<file path="src/rtl/core_mem_arbiter_if.sv">
// Request/response bus between the requester channels, the arbiter and the
// memory port. Channel i owns slice i of every packed per-channel field.
// The arbiter connects through the slave modport; the requesters and memory
// model connect through the master modport.
interface core_mem_arbiter_if #(
  parameter int P_CH = 2
);
  // Requester side
  logic [P_CH-1:0]    iREQ_REQ;
  logic [P_CH-1:0]    oREQ_LOCK;
  logic [2*P_CH-1:0]  iREQ_ORDER;
  logic [4*P_CH-1:0]  iREQ_MASK;
  logic [P_CH-1:0]    iREQ_RW;
  logic [32*P_CH-1:0] iREQ_ADDR;
  logic [32*P_CH-1:0] iREQ_DATA;
  logic [P_CH-1:0]    oREQ_VALID;
  logic [63:0]        oREQ_DATA;

  // Memory side
  logic               oMEM_REQ;
  logic               iMEM_LOCK;
  logic [1:0]         oMEM_ORDER;
  logic [3:0]         oMEM_MASK;
  logic               oMEM_RW;
  logic [31:0]        oMEM_ADDR;
  logic [31:0]        oMEM_DATA;
  logic               iMEM_VALID;
  logic [63:0]        iMEM_DATA;

  modport slave (
    input  iREQ_REQ, iREQ_ORDER, iREQ_MASK, iREQ_RW, iREQ_ADDR, iREQ_DATA,
    output oREQ_LOCK, oREQ_VALID, oREQ_DATA,
    output oMEM_REQ, oMEM_ORDER, oMEM_MASK, oMEM_RW, oMEM_ADDR, oMEM_DATA,
    input  iMEM_LOCK, iMEM_VALID, iMEM_DATA
  );

  modport master (
    output iREQ_REQ, iREQ_ORDER, iREQ_MASK, iREQ_RW, iREQ_ADDR, iREQ_DATA,
    input  oREQ_LOCK, oREQ_VALID, oREQ_DATA,
    input  oMEM_REQ, oMEM_ORDER, oMEM_MASK, oMEM_RW, oMEM_ADDR, oMEM_DATA,
    output iMEM_LOCK, iMEM_VALID, iMEM_DATA
  );
endinterface

</file>
<file path="src/rtl/core_mem_arbiter.sv">
// N-requester round-robin memory port arbiter. One registered output stage
// feeds the memory bus at one request per cycle; an in-order tag FIFO records
// which channel issued each read so responses can be steered back.
module core_mem_arbiter #(
  parameter int P_CH    = 2,
  parameter int P_DEPTH = 4,
  parameter int P_CW    = $clog2(P_CH)
) (
  input  logic                         iCLOCK,
  input  logic                         inRESET,
  input  logic                         iRESET_SYNC,
  core_mem_arbiter_if.slave            bus,
  output logic [$clog2(P_DEPTH+1)-1:0] oPENDING,
  output logic                         oERR_ORPHAN
);

  localparam int P_AW = $clog2(P_DEPTH);
  localparam int P_PW = $clog2(P_DEPTH+1);

  // Output stage
  logic            r_memReq;
  logic [1:0]      r_memOrder;
  logic [3:0]      r_memMask;
  logic            r_memRw;
  logic [31:0]     r_memAddr;
  logic [31:0]     r_memData;

  // Round-robin pointer: last granted channel
  logic [P_CW-1:0] r_ptr;

  // Tag FIFO
  logic [P_CW-1:0] r_tagMem [P_DEPTH];
  logic [P_AW-1:0] r_wrPtr;
  logic [P_AW-1:0] r_rdPtr;
  logic [P_PW-1:0] r_count;

  // Response register and orphan flag
  logic [P_CH-1:0] r_rspValid;
  logic [63:0]     r_rspData;
  logic            r_orphan;

  logic            w_canLoad;
  logic            w_hasRoom;
  logic            w_grantValid;
  logic [P_CW-1:0] w_grantIdx;
  logic [P_CW-1:0] w_cand;
  logic            w_accept;
  logic            w_push;
  logic            w_pop;
  logic            w_orphanHit;

  // A read may only be granted while a tag slot is free right now; a pop in
  // the same cycle does not count, which keeps the full check purely registered.
  assign w_canLoad   = !r_memReq || !bus.iMEM_LOCK;
  assign w_hasRoom   = r_count < P_PW'(P_DEPTH);
  assign w_accept    = w_canLoad && w_grantValid;
  assign w_push      = w_accept && bus.iREQ_RW[w_grantIdx];
  assign w_pop       = bus.iMEM_VALID && (r_count != '0);
  assign w_orphanHit = bus.iMEM_VALID && (r_count == '0);

  // Round-robin search starting one past the last granted channel
  always_comb begin
    w_grantValid = 1'b0;
    w_grantIdx   = '0;
    w_cand       = '0;
    for (int k = 1; k <= P_CH; k++) begin
      w_cand = P_CW'((int'(r_ptr) + k) % P_CH);
      if (!w_grantValid && bus.iREQ_REQ[w_cand] &&
          (!bus.iREQ_RW[w_cand] || w_hasRoom)) begin
        w_grantValid = 1'b1;
        w_grantIdx   = w_cand;
      end
    end
  end

  // Every channel except an accepted one is told to hold its request
  always_comb begin
    bus.oREQ_LOCK = '1;
    for (int i = 0; i < P_CH; i++) begin
      if (w_accept && (w_grantIdx == P_CW'(i))) begin
        bus.oREQ_LOCK[i] = 1'b0;
      end
    end
  end

  // Output stage: load the granted request, drop valid once memory takes it
  always_ff @(posedge iCLOCK or negedge inRESET) begin
    if (!inRESET) begin
      r_memReq   <= 1'b0;
      r_memOrder <= '0;
      r_memMask  <= '0;
      r_memRw    <= 1'b0;
      r_memAddr  <= '0;
      r_memData  <= '0;
      r_ptr      <= P_CW'(P_CH-1);
    end else if (iRESET_SYNC) begin
      r_memReq   <= 1'b0;
      r_memOrder <= '0;
      r_memMask  <= '0;
      r_memRw    <= 1'b0;
      r_memAddr  <= '0;
      r_memData  <= '0;
      r_ptr      <= P_CW'(P_CH-1);
    end else if (w_accept) begin
      r_memReq   <= 1'b1;
      r_memOrder <= bus.iREQ_ORDER[int'(w_grantIdx)*2 +: 2];
      r_memMask  <= bus.iREQ_MASK[int'(w_grantIdx)*4 +: 4];
      r_memRw    <= bus.iREQ_RW[w_grantIdx];
      r_memAddr  <= bus.iREQ_ADDR[int'(w_grantIdx)*32 +: 32];
      r_memData  <= bus.iREQ_DATA[int'(w_grantIdx)*32 +: 32];
      r_ptr      <= w_grantIdx;
    end else if (w_canLoad) begin
      r_memReq   <= 1'b0;
    end
  end

  // Tag FIFO storage; contents need no reset since the count gates reads
  always_ff @(posedge iCLOCK) begin
    if (w_push) begin
      r_tagMem[r_wrPtr] <= w_grantIdx;
    end
  end

  // Tag FIFO pointers and occupancy
  always_ff @(posedge iCLOCK or negedge inRESET) begin
    if (!inRESET) begin
      r_wrPtr <= '0;
      r_rdPtr <= '0;
      r_count <= '0;
    end else if (iRESET_SYNC) begin
      r_wrPtr <= '0;
      r_rdPtr <= '0;
      r_count <= '0;
    end else begin
      if (w_push) begin
        r_wrPtr <= r_wrPtr + 1'b1;
      end
      if (w_pop) begin
        r_rdPtr <= r_rdPtr + 1'b1;
      end
      if (w_push && !w_pop) begin
        r_count <= r_count + 1'b1;
      end else if (w_pop && !w_push) begin
        r_count <= r_count - 1'b1;
      end
    end
  end

  // Response steering: one-cycle strobe to the channel at the FIFO head
  always_ff @(posedge iCLOCK or negedge inRESET) begin
    if (!inRESET) begin
      r_rspValid <= '0;
      r_rspData  <= '0;
      r_orphan   <= 1'b0;
    end else if (iRESET_SYNC) begin
      r_rspValid <= '0;
      r_rspData  <= '0;
      r_orphan   <= 1'b0;
    end else begin
      r_rspValid <= '0;
      if (w_pop) begin
        r_rspValid <= P_CH'(1) << r_tagMem[r_rdPtr];
        r_rspData  <= bus.iMEM_DATA;
      end
      if (w_orphanHit) begin
        r_orphan <= 1'b1;
      end
    end
  end

  assign bus.oMEM_REQ   = r_memReq;
  assign bus.oMEM_ORDER = r_memOrder;
  assign bus.oMEM_MASK  = r_memMask;
  assign bus.oMEM_RW    = r_memRw;
  assign bus.oMEM_ADDR  = r_memAddr;
  assign bus.oMEM_DATA  = r_memData;
  assign bus.oREQ_VALID = r_rspValid;
  assign bus.oREQ_DATA  = r_rspData;
  assign oPENDING       = r_count;
  assign oERR_ORPHAN    = r_orphan;

endmodule

</file>
<file path="src/flat_wrapper.sv">
// flat-port wrapper written by rule: the top's interface ports become plain ports
module core_mem_arbiter_flat 
#(
  parameter int P_CH    = 2,
  parameter int P_DEPTH = 4,
  parameter int P_CW    = $clog2(P_CH)
)
  (iCLOCK, inRESET, iRESET_SYNC, oPENDING, oERR_ORPHAN, bus_iREQ_REQ, bus_iREQ_ORDER, bus_iREQ_MASK, bus_iREQ_RW, bus_iREQ_ADDR, bus_iREQ_DATA, bus_oREQ_LOCK, bus_oREQ_VALID, bus_oREQ_DATA, bus_oMEM_REQ, bus_oMEM_ORDER, bus_oMEM_MASK, bus_oMEM_RW, bus_oMEM_ADDR, bus_oMEM_DATA, bus_iMEM_LOCK, bus_iMEM_VALID, bus_iMEM_DATA);
  core_mem_arbiter_if #(.P_CH(P_CH)) bus_i ();
  input  logic iCLOCK;
  input  logic inRESET;
  input  logic iRESET_SYNC;
  output logic [$clog2(P_DEPTH+1)-1:0] oPENDING;
  output logic oERR_ORPHAN;
  input wire logic [$bits(bus_i.iREQ_REQ)-1:0] bus_iREQ_REQ;
  input wire logic [$bits(bus_i.iREQ_ORDER)-1:0] bus_iREQ_ORDER;
  input wire logic [$bits(bus_i.iREQ_MASK)-1:0] bus_iREQ_MASK;
  input wire logic [$bits(bus_i.iREQ_RW)-1:0] bus_iREQ_RW;
  input wire logic [$bits(bus_i.iREQ_ADDR)-1:0] bus_iREQ_ADDR;
  input wire logic [$bits(bus_i.iREQ_DATA)-1:0] bus_iREQ_DATA;
  output wire logic [$bits(bus_i.oREQ_LOCK)-1:0] bus_oREQ_LOCK;
  output wire logic [$bits(bus_i.oREQ_VALID)-1:0] bus_oREQ_VALID;
  output wire logic [$bits(bus_i.oREQ_DATA)-1:0] bus_oREQ_DATA;
  output wire logic [$bits(bus_i.oMEM_REQ)-1:0] bus_oMEM_REQ;
  output wire logic [$bits(bus_i.oMEM_ORDER)-1:0] bus_oMEM_ORDER;
  output wire logic [$bits(bus_i.oMEM_MASK)-1:0] bus_oMEM_MASK;
  output wire logic [$bits(bus_i.oMEM_RW)-1:0] bus_oMEM_RW;
  output wire logic [$bits(bus_i.oMEM_ADDR)-1:0] bus_oMEM_ADDR;
  output wire logic [$bits(bus_i.oMEM_DATA)-1:0] bus_oMEM_DATA;
  input wire logic [$bits(bus_i.iMEM_LOCK)-1:0] bus_iMEM_LOCK;
  input wire logic [$bits(bus_i.iMEM_VALID)-1:0] bus_iMEM_VALID;
  input wire logic [$bits(bus_i.iMEM_DATA)-1:0] bus_iMEM_DATA;
  assign bus_i.iREQ_REQ = bus_iREQ_REQ;
  assign bus_i.iREQ_ORDER = bus_iREQ_ORDER;
  assign bus_i.iREQ_MASK = bus_iREQ_MASK;
  assign bus_i.iREQ_RW = bus_iREQ_RW;
  assign bus_i.iREQ_ADDR = bus_iREQ_ADDR;
  assign bus_i.iREQ_DATA = bus_iREQ_DATA;
  assign bus_oREQ_LOCK = bus_i.oREQ_LOCK;
  assign bus_oREQ_VALID = bus_i.oREQ_VALID;
  assign bus_oREQ_DATA = bus_i.oREQ_DATA;
  assign bus_oMEM_REQ = bus_i.oMEM_REQ;
  assign bus_oMEM_ORDER = bus_i.oMEM_ORDER;
  assign bus_oMEM_MASK = bus_i.oMEM_MASK;
  assign bus_oMEM_RW = bus_i.oMEM_RW;
  assign bus_oMEM_ADDR = bus_i.oMEM_ADDR;
  assign bus_oMEM_DATA = bus_i.oMEM_DATA;
  assign bus_i.iMEM_LOCK = bus_iMEM_LOCK;
  assign bus_i.iMEM_VALID = bus_iMEM_VALID;
  assign bus_i.iMEM_DATA = bus_iMEM_DATA;
  core_mem_arbiter #(.P_CH(P_CH), .P_DEPTH(P_DEPTH), .P_CW(P_CW)) u_core (.iCLOCK(iCLOCK), .inRESET(inRESET), .iRESET_SYNC(iRESET_SYNC), .bus(bus_i), .oPENDING(oPENDING), .oERR_ORPHAN(oERR_ORPHAN));
endmodule
</file>
<file path="config.mk">
export PLATFORM = sky130hd
export DESIGN_NAME = core_mem_arbiter_flat
export DESIGN_NICKNAME = d
export VERILOG_FILES = /design/src/rtl/core_mem_arbiter_if.sv /design/src/rtl/core_mem_arbiter.sv /design/src/flat_wrapper.sv
export SDC_FILE = /design/constraint.sdc
export NUM_CORES = 1
export LEC_CHECK = 0
export CORE_ASPECT_RATIO = 0.8
export CORE_MARGIN = 5
export CORE_UTILIZATION = 37
export DETAILED_ROUTE_END_ITERATION = 8
export PLACE_DENSITY_LB_ADDON = 0.12
export SYNTH_ARGS = -nofsm -noshare
export SYNTH_HDL_FRONTEND = slang
export SYNTH_SLANG_ARGS = --single-unit
export TNS_END_PERCENT = 10
</file>
<file path="constraint.sdc">
create_clock -name iCLOCK -period 2.5 [get_ports iCLOCK]
set_clock_uncertainty 0.15 [all_clocks]
set_input_delay 0.5 -clock iCLOCK [delete_from_list [all_inputs] [get_ports iCLOCK]]
set_output_delay 0.5 -clock iCLOCK [all_outputs]
set_load 0.05 [all_outputs]
</file>
Word-level counts from Yosys, hierarchy flattened
Memories as Yosys holds them, arrays and structs flattened.
Index checks and enable logic that the tools add are counted.
Word-level totals
  bits in writable memories: 4
  memories kept: 1
  output and inout port bits: 144
  register bits after elaboration: 147
  word-level logic and storage cells: 105
Cells by class
  magnitude comparators: 4
  $add $sub $neg: 6
  reductions and logical operators: 29
  bitwise logic cells: 1
  shift-type cells: 5
  mux-type cells: 46
Memory list
  u_core.r_tagMem: words 4, bits a word 1, rd ports 1, clocked after memory_dff 0, write ports 1, line core_mem_arbiter.sv:32  | logic [P_CW-1:0] r_tagMem [P_DEPTH];
Operators by type and width (count)
  2-to-1 mux 32 bit: 4
  2-to-1 mux 64 bit: 2
  variable part select 64 x 7 -> 32 bit: 2
  2-to-1 mux 1 bit: 27
  2-to-1 mux 2 bit: 8
  logical AND 1 bit: 11
  2-to-1 mux 3 bit: 3
  nonzero test 3 bit: 3
  2-to-1 mux 4 bit: 2
  nonzero test 2 bit: 4
  variable part select 8 x 4 -> 4 bit: 1
  zero test 1 bit: 7
  < comparator 1 x 2 -> 1 bit (second input constant): 3
  adder 2 x 1 -> 2 bit (second input constant): 2
  variable part select 4 x 3 -> 2 bit: 1
  adder 3 x 1 -> 3 bit (second input constant): 1
  zero test 3 bit: 1
  logical OR 1 bit: 3
  < comparator 3 bit (second input constant): 1
  subtractor 3 x 1 -> 3 bit (second input constant): 1
  adder 1 bit (second input constant): 2
  left shift 1 x 1 -> 2 bit (first input constant): 1
  inverter 1 bit: 1

Logic depth before layout (Yosys ltp)
  depth after elaboration: 19
  depth in mapped cells: 9

Least setup slack after synthesis
OpenSTA, ideal clock, no wires.
  kind: register to register
  from: reg u_core.r_count[2], in the netlist u_core.oPENDING[2]
  to: reg u_core.r_count[1], in the netlist u_core.oPENDING[1]
  buffers on the path: 3
  cell stages (with the launch flop): 9
  required time: 2263 ps
  arrival time: 2366 ps
  path slack: -103 ps
  cells stage by stage: dfrtp_1 buf_6 o31a_1 buf_2 clkbuf_1 nor2_1 fa_1 or3_1 o211ai_1
On the way
  word-level cells in the longest chain between the ends: 14
  elaborated cells between the ends (all ways): 24
  classes of those cells: order compare: 1; mux: 8; reduce/logical: 15
RTL lines
  from (decl): line core_mem_arbiter.sv:35  | logic [P_PW-1:0] r_count;
  from (signal assigned): line core_mem_arbiter.sv:142  | r_count <= r_count + 1'b1;
  from (signal assigned): line core_mem_arbiter.sv:144  | r_count <= r_count - 1'b1;
  < comparator 3 bit: line core_mem_arbiter.sv:55  | assign w_hasRoom = r_count < P_PW'(P_DEPTH);
  logical OR 1 bit: line core_mem_arbiter.sv:69  | (!bus.iREQ_RW[w_cand] || w_hasRoom)) begin
  logical AND 1 bit: line core_mem_arbiter.sv:68  | if (!w_grantValid && bus.iREQ_REQ[w_cand] &&
  2-to-1 mux 1 bit: line core_mem_arbiter.sv:68
  zero test 1 bit: line core_mem_arbiter.sv:68
  logical AND 1 bit (2 in a row): line core_mem_arbiter.sv:68
  2-to-1 mux 1 bit: line core_mem_arbiter.sv:68
  2-to-1 mux 1 bit (implied by the code) (2 in a row): line core_mem_arbiter.sv:57  | assign w_push = w_accept && bus.iREQ_RW[w_grantIdx];
  logical AND 1 bit: line core_mem_arbiter.sv:57
  logical AND 1 bit / zero test 1 bit (equally long branches): line core_mem_arbiter.sv:141, core_mem_arbiter.sv:143
  2-to-1 mux 3 bit / logical AND 1 bit (equally long branches): line core_mem_arbiter.sv:141, core_mem_arbiter.sv:143
  2-to-1 mux 3 bit / nonzero test 3 bit (equally long branches)
Several ways; a longest one is shown, not always the timed one. The select of a mux whose other input is x is not followed.
A chain may end at the register's enable or synchronous reset.

Worst setup path after layout
  from: reg u_core.r_count[2], in the netlist u_core.oPENDING[2]
  to: out oPENDING[2]
RTL lines
  to (decl): line flat_wrapper.sv:13  | output logic [$clog2(P_DEPTH+1)-1:0] oPENDING;
No word-level cell between the ends.

==> impl_metrics.json <==
{
  "grt_busiest_layer": "met2",
  "dr_total_vias": 5977,
  "htree_levels": 4,
  "use_met1_pct": 23.9,
  "nets": 1201,
  "clkPwrFrac_pct": 24.9,
  "initial_core_util_pct": 37.8,
  "wl_mm": 22.1,
  "syn_area_um2": 7190,
  "drv_slew": 0,
  "core_um2": 19000,
  "wl_per_cell_um": 17.6,
  "ys_ff_latch": 151,
  "worstPathCellList": "clkdlybuf4s50_1",
  "path_clk_slew_ns": 0.06,
  "yosysUniqueCellTypes": 48,
  "fin_crit_sh_pct": 97.3,
  "crit_path_start_kind": "flip-flop",
  "swShare_pct": 41.2,
  "area_growth_pct": 65.9,
  "p_comb_share_pct": 44.4,
  "r2r_end": "u_core.oPENDING[1]",
  "fin_ws_ns": 0.0674,
  "hold_viol_final": 0,
  "p_sw_w": 0.00428,
  "hold_path.class": "input port to flip-flop",
  "cts.sinks": 151,
  "cts_tree": "yes",
  "ff2ff_path_depth": 7,
  "power.density_nw_per_um2": 872,
  "ir_drop_mv": 0.480,
  "async_reset_ff_share_pct": 97.4,
  "fmax_mhz": 411,
  "cts_buffers": 17,
  "hpwl_mm": 16.5,
  "grt_usage_pct": 19.5,
  "synth_nets": 830,
  "antenna_cells": 0,
  "rr_startpoint": "u_core.r_ptr",
  "cpMaxStageDelayCell": "clkdlybuf4s50_1",
  "avgSynthCellArea_um2": 11.7,
  "gp_congestion": 0.782,
  "cap_viol_max_count": 0,
  "antenna_found_initial": 0,
  "status": "completed",
  "fin_crit_ns": 2.43,
  "pre_cts_ws_ns": -0.233,
  "end_kind": "primary output",
  "yosys_warnings": 0,
  "cp_num_buf_inv": 1,
  "yosysTopAreaCell": "dfrtp_1",
  "grt_pass1_vias": 6246,
  "die_height_um": 135,
  "cp_data_arrival_time_ns": 1.78,
  "dr.first_iter.drc_count": 266,
  "p_total_w": 0.0104,
  "drc": 0,
  "dominantRegCellSynth": "dfrtp_1",
  "viasPerCell": 4.77,
  "synthCells": 612,
  "holdPathEnd": "u_core.bus.oMEM_RW",
  "grt_start_max_net_pins": 71,
  "rsz0062_at_grt": "false",
  "regToRegSetupSlack_ns": 0.21,
  "whs_path_depth": 2,
  "clockRootBuffer": "clkbuf_16",
  "antenna_left": 0,
  "path_class": "flip-flop to primary output",
  "die_w_um": 166,
  "critical-path-top-delay-family": "buffers and inverters",
  "synth.area.top_cells": "dfrtp_1 51%, o2bb2ai_2 15%, mux2i_1 9.7%, nand2_1 7.2%, a21oi_1 4.7%",
  "yosysMostFrequentCell": "dfrtp_1",
  "synth_top_area_share_pct": 50.8,
  "die_area_um2": 22300,
  "synthTopCellsByCount": "146 x dfrtp_1, 137 x nand2_1, 70 x mux2i_1, 70 x o2bb2ai_2, 68 x a21oi_1",
  "tightest_slew_ns": 0.596,
  "synth_edf_count": 4,
  "intPower_w": 0.00612,
  "overflow": 0,
  "maxSlewHeadroom_pct": 60.1,
  "seq_power_share_pct": 30.7,
  "numPortBuffers": 356,
  "hp-start": "iRESET_SYNC",
  "drt-pass1-iter-count": 6,
  "crit_fanout": 10,
  "grt_pass1_wl_mm": 34.8,
  "fp-row-count": 45,
  "ys_seq_area_share_pct": 52.9,
  "grt_util_met2_pct": 32.1,
  "clk_latency_ns": 0.41,
  "crit_cells": 1,
  "max_stage_delay_ns": 0.87,
  "tns_ns": 0,
  "cts.path.max_buffers": 2,
  "leakagePower_nw": 5.12,
  "ios": 357,
  "grtUsageMet3_pct": 7.67,
  "drive_gt1_share_pct": 16.5,
  "crit_required_ns": 1.85,
  "setup_viol": 0,
  "fillers": 1632
}
==> logic make-up (layout without fill, tap and decap cells) <==
family	count (synthesis)	count (layout)	share of synthesized area, %
compound gates	157	157	21.6
xor+xnor	2	2	0.244
fa+ha+maj	5	5	0.975
buf+inv	55	439	4.47
flops	151	151	52.9
mux	71	71	10.1
simple gates	171	171	9.78
==> what timing repair did <==
action,4_1_cts,5_1_grt
endpoints found under the setup margin,2,2
pin swaps,1,1
endpoints found under the hold margin,48,0
gates resized for setup,0,2
buffers inserted,2,0
hold buffers,1,0
==> layer usage <==
metal  vias to the layer above  part of all wire (%)
met5                         -                     0
met4                         0                   1.7
met3                        24                   8.3
met2                       230                    49
met1                      2803                    41
li1                       2920                     -
==> how the worst max path moves through the flow <==
stage	startpoint	to	slack, ns
floorplan	u_core.oPENDING[2]	u_core.oPENDING[1]	0.02
global placement	bus_iREQ_REQ[1]	u_core.oPENDING[1]	-0.22
detailed placement	bus_iREQ_REQ[1]	u_core.oPENDING[1]	-0.23
CTS	bus_iREQ_REQ[1]	bus_oREQ_LOCK[0]	0.03
global route	u_core.oPENDING[2]	oPENDING[2]	0.005
finish	u_core.oPENDING[2]	oPENDING[2]	0.07
==> per-stage QoR <==
step	hold WS, ns	utilization, %	cells	area [µm²]
after floorplan	0.0544	-	612	7190
after CTS	0.276	62.6	1254	11900
after global routing	0.294	62.7	1254	11900
final	0.297	62.7	1254	11900
after detailed placement	0.326	59.4	1219	11300
after global placement	0.327	59.4	1219	11300
==> registers in the layout, indices dropped and copies added, names as in the netlist <==
signal,flops
u_core.r_wrPtr,2
u_core.r_tagMem,4
u_core.bus.oMEM_REQ,1
u_core.bus.oMEM_ADDR,32
u_core.r_ptr,1
u_core.bus.oMEM_DATA,32
u_core.bus.oMEM_ORDER,2
u_core.oERR_ORPHAN,1
u_core.bus.oMEM_MASK,4
u_core.oPENDING,3
u_core.bus.oMEM_RW,1
u_core.bus.oREQ_DATA,64
u_core.r_rdPtr,2
u_core.bus.oREQ_VALID,2
==> power groups by stage <==
| stage | logic (W) | registers, W | clock network (W) |
|---|---|---|---|
| detailed placement | 0.00465 | 0.00323 | 0 |
| global route | 0.00489 | 0.00326 | 0.00277 |
| floorplan | 0.00147 | 0.00461 | 0 |
| global placement | 0.00463 | 0.00322 | 0 |
| CTS | 0.00467 | 0.00320 | 0.00267 |
| finish | 0.00461 | 0.00319 | 0.00259 |
==> layout by cell type, fill, tap and decap left out, drive strengths merged, types with 2 or more instances in the layout <==
| cell | synthesis | final |
|---|---|---|
| clkdlybuf4s50 | 0 | 352 |
| nand3 | 5 | 5 |
| edfxtp | 4 | 4 |
| o21ai | 2 | 2 |
| a21oi | 68 | 68 |
| bufinv | 0 | 2 |
| and2 | 2 | 2 |
| ha | 4 | 4 |
| a31oi | 2 | 2 |
| o211ai | 2 | 2 |
| inv | 6 | 13 |
| o2bb2ai | 71 | 71 |
| nor3 | 4 | 4 |
| o22ai | 2 | 2 |
| clkinvlp | 0 | 4 |
| a32oi | 2 | 2 |
| nand2 | 137 | 137 |
| and3 | 4 | 4 |
| mux2i | 70 | 70 |
| nor2 | 7 | 7 |
| clkbuf | 22 | 18 |
| dfrtp | 146 | 146 |
| buf | 27 | 48 |
| nand2b | 7 | 7 |
==> cell type report <==
type / instances / area [µm²] / area share, %
clock buffer: 18 / 429 / 3.60
clock inverter: 14 / 161 / 1.35
inverter: 6 / 22.5 / 0.189
multi-input combinational: 406 / 3110 / 26.0
sequential: 151 / 3800 / 31.9
tap: 258 / 323 / 2.71
timing repair buffer: 401 / 4080 / 34.2
Power figures use the tool's default switching activity.
